**config.mk**
```make
export PLATFORM = sky130hd
export DESIGN_NAME = adc_capture_sequencer
export DESIGN_NICKNAME = d
export VERILOG_FILES = /design/src/rtl/adc_acq_pkg.sv /design/src/rtl/acq_burst_tracker.sv /design/src/rtl/adc_capture_sequencer.sv
export SDC_FILE = /design/constraint.sdc
export NUM_CORES = 1
export LEC_CHECK = 0
export ABC_AREA = 1
export CORE_MARGIN = 5
export CORE_UTILIZATION = 44
export CTS_CLUSTER_DIAMETER = 80
export CTS_CLUSTER_SIZE = 8
export DETAILED_ROUTE_END_ITERATION = 10
export PLACE_DENSITY = 0.66
export SYNTH_ARGS = -nofsm -noshare
export SYNTH_HDL_FRONTEND = slang
export SYNTH_SLANG_ARGS = --single-unit
```
**constraint.sdc**
```tcl
create_clock -name Clk -period 6.2 [get_ports Clk]
set_clock_uncertainty 0.05 [all_clocks]
set_input_delay 1.24 -clock Clk [delete_from_list [all_inputs] [get_ports Clk]]
set_output_delay 1.24 -clock Clk [all_outputs]
set_load 0.02 [all_outputs]
```
**src/rtl/adc_acq_pkg.sv**
```systemverilog
// Shared types, constants and frame-length helper for the ADC capture sequencer.
package adc_acq_pkg;

  localparam int CNT_W         = 16;
  localparam int DEF_BURST_LEN = 16;

  typedef enum logic [1:0] {
    ST_IDLE    = 2'd0,
    ST_CAPTURE = 2'd1,
    ST_FLUSH   = 2'd2,
    ST_DONE    = 2'd3
  } cap_state_t;

  // Frame length rounded down to whole bursts, never below one burst.
  function automatic logic [CNT_W-1:0] calc_frame_len(
    input logic [CNT_W-1:0] frame_len,
    input logic [CNT_W-1:0] num_samples,
    input logic [CNT_W-1:0] burst_len
  );
    logic [CNT_W-1:0] len;
    logic [CNT_W-1:0] mask;
    len  = (frame_len == '0) ? num_samples : frame_len;
    mask = burst_len - CNT_W'(1);
    len  = len & ~mask;
    if (len == '0) begin
      len = burst_len;
    end
    return len;
  endfunction

endpackage

```
**src/rtl/acq_burst_tracker.sv**
```systemverilog
// Pending/outstanding DDR burst bookkeeping; requests the DMA while any burst is ready.
module acq_burst_tracker
  import adc_acq_pkg::*;
(
  input  logic clk_i,
  input  logic rst_i,
  input  logic inc_i,
  input  logic ack_i,
  input  logic done_i,
  input  logic clear_i,
  output logic burst_req_o,
  output logic idle_o
);

  logic [CNT_W-1:0] pend_q, pend_d;
  logic [CNT_W-1:0] outs_q, outs_d;
  logic             req_q, req_d;
  logic             ack_ok;
  logic             done_ok;

  // Acks and completions with nothing to account against are dropped.
  assign ack_ok  = ack_i && (pend_q != '0);
  assign done_ok = done_i && (outs_q != '0);

  always_comb begin
    pend_d = pend_q;
    outs_d = outs_q;
    if (clear_i) begin
      pend_d = '0;
      outs_d = '0;
    end else begin
      if (inc_i && !ack_ok) begin
        pend_d = pend_q + CNT_W'(1);
      end else if (!inc_i && ack_ok) begin
        pend_d = pend_q - CNT_W'(1);
      end
      if (ack_ok && !done_ok) begin
        outs_d = outs_q + CNT_W'(1);
      end else if (!ack_ok && done_ok) begin
        outs_d = outs_q - CNT_W'(1);
      end
    end
    req_d = (pend_d != '0);
  end

  always_ff @(posedge clk_i or posedge rst_i) begin
    if (rst_i) begin
      pend_q <= '0;
      outs_q <= '0;
      req_q  <= 1'b0;
    end else begin
      pend_q <= pend_d;
      outs_q <= outs_d;
      req_q  <= req_d;
    end
  end

  assign burst_req_o = req_q;
  assign idle_o      = (pend_q == '0) && (outs_q == '0);

endmodule

```
**src/rtl/adc_capture_sequencer.sv**
```systemverilog
// Frame sequencer: gates decimated ADC samples into the FIFO for one frame and
// hands completed bursts to the DDR writer, signalling when the frame has landed.
module adc_capture_sequencer
  import adc_acq_pkg::*;
#(
  parameter int DATA_WIDTH     = 12,
  parameter int NUMBER_SAMPLES = 1024,
  parameter int BURST_LEN      = DEF_BURST_LEN
) (
  input  logic                  Clk,
  input  logic                  Rst,
  input  logic                  Start,
  input  logic                  Abort,
  input  logic                  Continuous,
  input  logic [15:0]           Frame_Len,
  input  logic                  Acq_Valid,
  input  logic [DATA_WIDTH-1:0] ADC_Data,
  input  logic                  FIFO_Full,
  output logic                  FIFO_Wr_En,
  output logic [DATA_WIDTH-1:0] FIFO_Din,
  output logic                  Burst_Req,
  input  logic                  Burst_Ack,
  input  logic                  Burst_Done,
  output logic                  Busy,
  output logic                  Frame_Done,
  output logic                  Overflow,
  output logic [15:0]           Drop_Cnt,
  output logic [15:0]           Sample_Cnt
);

  localparam logic [CNT_W-1:0] NUM_SAMP_C  = CNT_W'(NUMBER_SAMPLES);
  localparam logic [CNT_W-1:0] BURST_LEN_C = CNT_W'(BURST_LEN);
  localparam logic [CNT_W-1:0] BURST_MASK  = CNT_W'(BURST_LEN - 1);

  cap_state_t            state_q, state_d;
  logic [CNT_W-1:0]      len_q, len_d;
  logic [CNT_W-1:0]      sample_cnt_q, sample_cnt_d;
  logic [CNT_W-1:0]      drop_cnt_q, drop_cnt_d;
  logic                  overflow_q, overflow_d;
  logic                  wr_en_q, wr_en_d;
  logic [DATA_WIDTH-1:0] din_q, din_d;
  logic                  burst_inc_q, burst_inc_d;
  logic                  busy_q, busy_d;
  logic                  frame_done_q, frame_done_d;

  logic [CNT_W-1:0]      sample_cnt_nxt;
  logic                  accept;
  logic                  drop;
  logic                  start_evt;
  logic                  rearm;
  logic                  trk_clear;
  logic                  trk_idle;

  assign sample_cnt_nxt = sample_cnt_q + CNT_W'(1);
  assign accept    = (state_q == ST_CAPTURE) && Acq_Valid && !FIFO_Full && !Abort;
  assign drop      = (state_q == ST_CAPTURE) && Acq_Valid && FIFO_Full && !Abort;
  assign start_evt = (state_q == ST_IDLE) && Start && !Abort;
  assign rearm     = (state_q == ST_DONE) && Continuous && !Abort;
  assign trk_clear = Abort || start_evt;

  // The burst increment lags the write by a cycle so Burst_Req follows the FIFO strobe.
  acq_burst_tracker u_tracker (
    .clk_i       (Clk),
    .rst_i       (Rst),
    .inc_i       (burst_inc_q),
    .ack_i       (Burst_Ack),
    .done_i      (Burst_Done),
    .clear_i     (trk_clear),
    .burst_req_o (Burst_Req),
    .idle_o      (trk_idle)
  );

  always_ff @(posedge Clk or posedge Rst) begin
    if (Rst) begin
      state_q <= ST_IDLE;
    end else begin
      state_q <= state_d;
    end
  end

  always_comb begin
    state_d = state_q;
    if (Abort) begin
      state_d = ST_IDLE;
    end else begin
      case (state_q)
        ST_IDLE: begin
          if (Start) state_d = ST_CAPTURE;
        end
        ST_CAPTURE: begin
          if (accept && (sample_cnt_nxt == len_q)) state_d = ST_FLUSH;
        end
        ST_FLUSH: begin
          // A burst still in the increment register is not yet visible to the tracker.
          if (trk_idle && !burst_inc_q) state_d = ST_DONE;
        end
        ST_DONE: begin
          state_d = Continuous ? ST_CAPTURE : ST_IDLE;
        end
        default: state_d = ST_IDLE;
      endcase
    end
  end

  always_comb begin
    wr_en_d      = accept;
    din_d        = accept ? ADC_Data : din_q;
    burst_inc_d  = accept && ((sample_cnt_nxt & BURST_MASK) == '0);
    len_d        = (start_evt || rearm) ? calc_frame_len(Frame_Len, NUM_SAMP_C, BURST_LEN_C)
                                        : len_q;
    sample_cnt_d = sample_cnt_q;
    if (Abort || start_evt || rearm) begin
      sample_cnt_d = '0;
    end else if (accept) begin
      sample_cnt_d = sample_cnt_nxt;
    end
    // Drop accounting spans the whole capture, including continuous re-arms.
    overflow_d = overflow_q;
    drop_cnt_d = drop_cnt_q;
    if (start_evt) begin
      overflow_d = 1'b0;
      drop_cnt_d = '0;
    end else if (drop) begin
      overflow_d = 1'b1;
      if (drop_cnt_q != '1) drop_cnt_d = drop_cnt_q + CNT_W'(1);
    end
    busy_d       = (state_d != ST_IDLE);
    frame_done_d = (state_d == ST_DONE);
  end

  always_ff @(posedge Clk or posedge Rst) begin
    if (Rst) begin
      len_q        <= '0;
      sample_cnt_q <= '0;
      drop_cnt_q   <= '0;
      overflow_q   <= 1'b0;
      wr_en_q      <= 1'b0;
      din_q        <= '0;
      burst_inc_q  <= 1'b0;
      busy_q       <= 1'b0;
      frame_done_q <= 1'b0;
    end else begin
      len_q        <= len_d;
      sample_cnt_q <= sample_cnt_d;
      drop_cnt_q   <= drop_cnt_d;
      overflow_q   <= overflow_d;
      wr_en_q      <= wr_en_d;
      din_q        <= din_d;
      burst_inc_q  <= burst_inc_d;
      busy_q       <= busy_d;
      frame_done_q <= frame_done_d;
    end
  end

  assign FIFO_Wr_En = wr_en_q;
  assign FIFO_Din   = din_q;
  assign Busy       = busy_q;
  assign Frame_Done = frame_done_q;
  assign Overflow   = overflow_q;
  assign Drop_Cnt   = drop_cnt_q;
  assign Sample_Cnt = sample_cnt_q;

endmodule

```
Word level (Yosys, flattened, before mapping)
Cells that the tools add are included.
{"block": "classes", "n_addsub": 6, "eq_ne": 6, "mux": 21, "n_reduce_logical": 42}
{"operator": "2-to-1 mux 16 bit", "count": 13}
{"operator": "zero test 16 bit", "count": 5}
{"operator": "adder 16 x 1 -> 16 bit (second input constant)", "count": 4}
{"operator": "nonzero test 16 bit", "count": 3}
{"operator": "subtractor 16 x 1 -> 16 bit (second input constant)", "count": 2}
{"operator": "logical AND 1 bit", "count": 19}
{"operator": "== test 16 bit", "count": 1}
{"operator": "inequality test 16 bit (second input constant)", "count": 1}
{"operator": "2-to-1 mux 2 bit", "count": 4}
{"operator": "case mux 2 bit (4 select lines)", "count": 1}
{"operator": "nonzero test 2 bit", "count": 4}
{"operator": "== test 2 bit (second input constant)", "count": 3}
{"operator": "zero test 1 bit", "count": 5}
{"operator": "logical OR 1 bit", "count": 3}
{"operator": "2-to-1 mux 1 bit", "count": 3}
{"operator": "nonzero test 3 bit", "count": 1}
{"operator": "== test 2 x 1 -> 1 bit (second input constant)", "count": 1}
{"operator": "zero test 2 bit", "count": 1}
{"operator": "AND reduction 2 bit", "count": 1}
{"block": "word_totals", "ff_bits": 100, "out_inout_bits": 49, "word_cells": 88}

Longest topological paths before layout
{"block": "logic_depth", "ltp_word": 9, "depth_mapped": 20, "ltp_nobuf": 20}

Hierarchy
A second synthesis with hierarchy kept.
{"block": "unflattened", "cells_unflattened": 893, "hier_area_um2": 6386.1}
{"module": "adc_capture_sequencer", "n_inst": 1, "cells_each": 438, "area_per_inst_um2": 3423.3, "seq_area_each_um2": 1576.5}
{"module": "acq_burst_tracker", "n_inst": 1, "cells_each": 455, "area_per_inst_um2": 2962.8, "seq_area_each_um2": 825.8}

Least setup slack after synthesis
OpenSTA, ideal clock, no wires.
{"block": "synth_timing", "kind": "input port to flip-flop", "startpoint": "input Burst_Ack", "endpoint": "register u_tracker.outs_q[9]", "setup_time_ps": 133, "arrival_time_ps": 2902, "required_ps": 6017, "path_slack_ps": 3115, "stages": 15, "n_path_buf": 0, "path_cell_list": "nand2_8 inv_2 nand2_2 ha_1 nand3_1 nand3_1 nand2_1 nand2_1 o21ai_0 o21ai_0 nand3_1 nand3_1 nand2_1 nand2_1 o22ai_1"}
{"block": "synth_between", "elab_chain_len": 4}
{"item": "start: declaration", "line": "adc_capture_sequencer.sv:22", "rtl": "input logic Burst_Ack,"}
{"item": "logical AND 1 bit (*)", "line": "acq_burst_tracker.sv:22", "rtl": "assign ack_ok = ack_i && (pend_q != '0);"}
{"item": "logical AND 1 bit or zero test 1 bit (tied branches)", "line": "acq_burst_tracker.sv:37, acq_burst_tracker.sv:39"}
{"item": "2-to-1 mux 16 bit or logical AND 1 bit (tied branches)", "line": "acq_burst_tracker.sv:37, acq_burst_tracker.sv:39"}
{"item": "2-to-1 mux 16 bit or nonzero test 3 bit (tied branches)"}
{"item": "end signal: assignment", "line": "acq_burst_tracker.sv:53", "rtl": "outs_q <= outs_d;"}
{"item": "end: declaration", "line": "acq_burst_tracker.sv:16", "rtl": "logic [CNT_W-1:0] outs_q, outs_d;"}
Mark *: on every way between the ends. The rest lies on a longest branch, timed or not.
A chain may end at the register's enable or synchronous reset.

Worst setup path after layout
Ends and elaborated chain as after synthesis.

==> flow_metrics.py <==
metrics = {
    "critical_path": {
        "crit_end": "u_tracker.outs_q[9]$_DFFE_PP0P_",
        "crit_required_ps": 6380,
        "critPathMaxFanout": 18,
        "cp_cell_sequence": "clkdlybuf4s50_1 -> nand2_8 -> inv_2 -> nand2_2 -> ha_1 -> nand3_1 -> nand3_1 -> nand2_1 -> nand2_1 -> o21ai_0 -> o21ai_0 -> nand3_1 -> nand3_1 -> nand2_1 -> nand2_1 -> o22ai_1",
        "r2r-end": "u_tracker.outs_q[10]$_DFFE_PP0P_",
        "cp_top_family": "simple AND/OR/NAND/NOR gates",
        "r2r_start": "u_tracker.pend_q[0]$_DFF_PP0_",
        "crit_type": "primary input to register",
        "ff2ff_setup_slack_ps": 3010,
        "crit_path_start_kind": "primary input",
        "cp-startpoint": "Burst_Ack",
        "crit_arrival_ps": 3850,
        "end_kind": "register",
        "crit_buf_inv": 2,
        "critPathMaxStageDelay_ps": 600,
        "reg2reg_depth": 18,
        "critical-path-slowest-cell": "clkdlybuf4s50_1",
        "worst-path-stages": 16,
    },
    "clock_network": {
        "path_clk_slew_ps": 70,
        "cts_max_level": 3,
        "clkLatencyLatePin_ps": 350,
        "cts_resized": 0,
        "cts_made_buffers": 9,
        "clk_path_buf_depth": 2,
        "hold_buffers": 0,
        "cts.sinks": 96,
        "cts_tree": "built",
        "cts_root_buf": "clkbuf_16",
        "postCtsSetupBuffers": 0,
    },
    "synth": {
        "synth_area_um2": 6520,
        "ys_warn_count": 0,
        "async_flop_share": 1.00,
        "netlist.area_leader.share": 0.369,
        "yosysMostFrequentCell": "nand2_1",
        "syn_area_per_cell_um2": 7.27,
        "seq_area_frac_synth": 0.369,
        "synth_top_area_cell": "dfrtp_1",
        "netlist_instances": 897,
        "synth_commonest_cells": "nand2_1 (269), inv_1 (117), dfrtp_1 (96), nor2_1 (79), nand3_1 (70)",
        "ys_types": 51,
        "synth_ff_type": "dfrtp_1",
        "synth-edff-count": 0,
        "synth_fp_nets": 956,
        "synthTopCellsByArea": "dfrtp_1 (37%), nand2_1 (15%), inv_1 (6.7%), nand3_1 (5.4%), nor2_1 (4.5%)",
        "ys_ff_latch": 96,
    },
    "global_route": {
        "grt_overflow": 0,
        "grt_pass1_wl_mm": 27.1,
        "antenna_found_initial": 0,
        "grt_max_degree": 51,
        "gr-usage-all-layers": 0.187,
        "grt_pass1_vias": 5642,
    },
    "sta": {
        "timing.fmax_mhz": 272,
        "whs_ps": 428,
        "tightest_slew_ps": 770,
        "tns_ps": 0,
        "period_share": 0.593,
        "setup_violations": 0,
        "slew_violations": 0,
        "hold_viol_final": 0,
        "layout_min_cycle_time_ps": 3680,
        "rsz0062_at_grt": "no",
        "slew_headroom": 0.485,
    },
    "floorplan": {
        "rows": 44,
        "die_area_um2": 17300,
        "design.core.area_um2": 14500,
        "dieWidth_um": 132,
        "fp.dieH_um": 132,
        "start_util": 0.448,
        "ios": 86,
    },
    "drt": {
        "drtIter0Drc": 418,
        "wl_per_cell_um": 13.8,
        "drt-total-wl_mm": 16.0,
        "drc": 0,
        "drtAntennaViolNets": 0,
        "drtPass1Iterations": 7,
        "avgViaCountPerCell": 5.02,
        "vias": 5843,
    },
    "hold_path": {
        "min_path_type": "register to register",
    },
    "placement": {
        "gp_congestion": 0.915,
        "dp_hpwl_mm": 11.9,
        "port_buffers": 85,
    },
    "power_and_ir_drop": {
        "p_leak_nw": 3.82,
        "powerDensity_nw_per_um2": 308,
        "peakVddDrop_uv": 189,
    },
    "status": {
        "status": "finished clean",
    },
    "finish": {
        "nFillCells": 1435,
        "final_nets": 1033,
        "n_antenna_cell": 0,
        "syn2layout_area_growth_pct": 18.9,
        "final-seq-area_um2": 2400,
        "multiInputGateArea_um2": 3490,
        "drive_gt1_frac": 0.0654,
    },
    "run": {
        "drv_cap": 0,
    },
}
## area by class of cell
type / instances / area share
Timing Repair Buffer: 88 / 0.113
Clock buffer: 11 / 0.0300
Multi-Input combinational cell: 654 / 0.451
Sequential cell: 96 / 0.310
Tap cell: 184 / 0.0297
Inverter: 125 / 0.0615
Clock inverter: 5 / 0.00501
## kinds of logic (layout without fill, tap and decap cells)
family / Yosys count / count (layout) / synth area share
compound gates: 97 / 97 / 0.0868
xor+xnor: 41 / 41 / 0.0572
fa+ha+maj: 22 / 22 / 0.0434
buf+inv: 147 / 229 / 0.0956
flops: 96 / 96 / 0.369
mux: 3 / 3 / 0.00499
simple gates: 491 / 491 / 0.343
## power by group
part           switching, mW  leakage, nW  internal [mW]  total [mW]
registers             0.0851         1.27          0.724       0.809
clock network          0.257        0.131          0.277       0.534
logic                  0.624         2.42          0.420        1.04
## how the worst min path moves through the flow
| stage | startpoint | to | depth (start not counted) |
|---|---|---|---|
| finish | FIFO_Din[3]$_DFFE_PP0P_ | FIFO_Din[3]$_DFFE_PP0P_ | 2 |
| global route | FIFO_Din[1]$_DFFE_PP0P_ | FIFO_Din[1]$_DFFE_PP0P_ | 2 |
| CTS | FIFO_Din[7]$_DFFE_PP0P_ | FIFO_Din[7]$_DFFE_PP0P_ | 2 |
| detailed placement | FIFO_Din[7]$_DFFE_PP0P_ | FIFO_Din[7]$_DFFE_PP0P_ | 2 |
| global placement | FIFO_Din[8]$_DFFE_PP0P_ | FIFO_Din[8]$_DFFE_PP0P_ | 2 |
| floorplan | len_q[11]$_DFFE_PP0P_ | len_q[11]$_DFFE_PP0P_ | 1 |
## worst register-to-register path, stage by stage (launching register included)
cell and delay (ps):
dfrtp_1 430, inv_1 140, ha_1 160, nand2_1 60, nor2_2 170, nand2_4 100, nand2_8 100, inv_2 40
nand2_2 330, ha_1 380, a21oi_1 200, o21ai_0 90, a21oi_1 210, o21ai_0 170, nand2_1 100, nand3_1 110
a21oi_2 130, o21ai_1 70, o21ai_1 70
## flip-flops by register name, indices dropped and copies added (netlist names)
name / flops
u_tracker.burst_req_o: 1
u_tracker.outs_q: 16
Busy: 1
Sample_Cnt: 16
FIFO_Din: 12
Frame_Done: 1
burst_inc_q: 1
len_q: 12
state_q: 2
FIFO_Wr_En: 1
u_tracker.pend_q: 16
Drop_Cnt: 16
Overflow: 1
## metal layers
metal	track usage	vias to the layer above	part of all wire	wire, um
met4	0.0411	0	0.011	172
met3	0.0585	16	0.068	1100
met2	0.290	145	0.44	7080
met5	0	-	0	0
li1	-	3038	-	-
met1	0.257	2644	0.48	7690
## per-stage QoR
step / cell area [um2] / util / setup slack [ps] / total power [mW] / instances
2_1_floorplan: 6520 / - / 2400 / 1.63 / 897
3_3_place_gp: 7470 / 0.514 / 2190 / 1.85 / 1147
3_5_place_dp: 7470 / 0.514 / 2140 / 1.86 / 1147
4_1_cts: 7750 / 0.533 / 2500 / 2.40 / 1163
5_1_grt: 7750 / 0.533 / 2210 / 2.60 / 1163
6_report: 7750 / 0.533 / 2520 / 2.39 / 1163
## layout by cell type (no fill, tap or decap), types with 3 or more instances in the layout
cell type	n
o22ai_1	21
nand3_2	3
clkbuf_16	9
nand2_1	269
o21ai_0	33
nor2_2	3
nand2_2	4
a21oi_2	3
ha_1	21
nand3_1	70
inv_6	4
dfrtp_1	96
a21oi_1	18
inv_1	116
buf_4	3
nand4_1	21
xnor2_1	7
xor2_1	33
clkdlybuf4s50_1	85
inv_2	5
o21ai_1	10
nor2_1	79
nor3_1	15
nor2_4	10
or2_2	3
nand2_4	3
No activity file was read; power rests on OpenSTA's default activity.
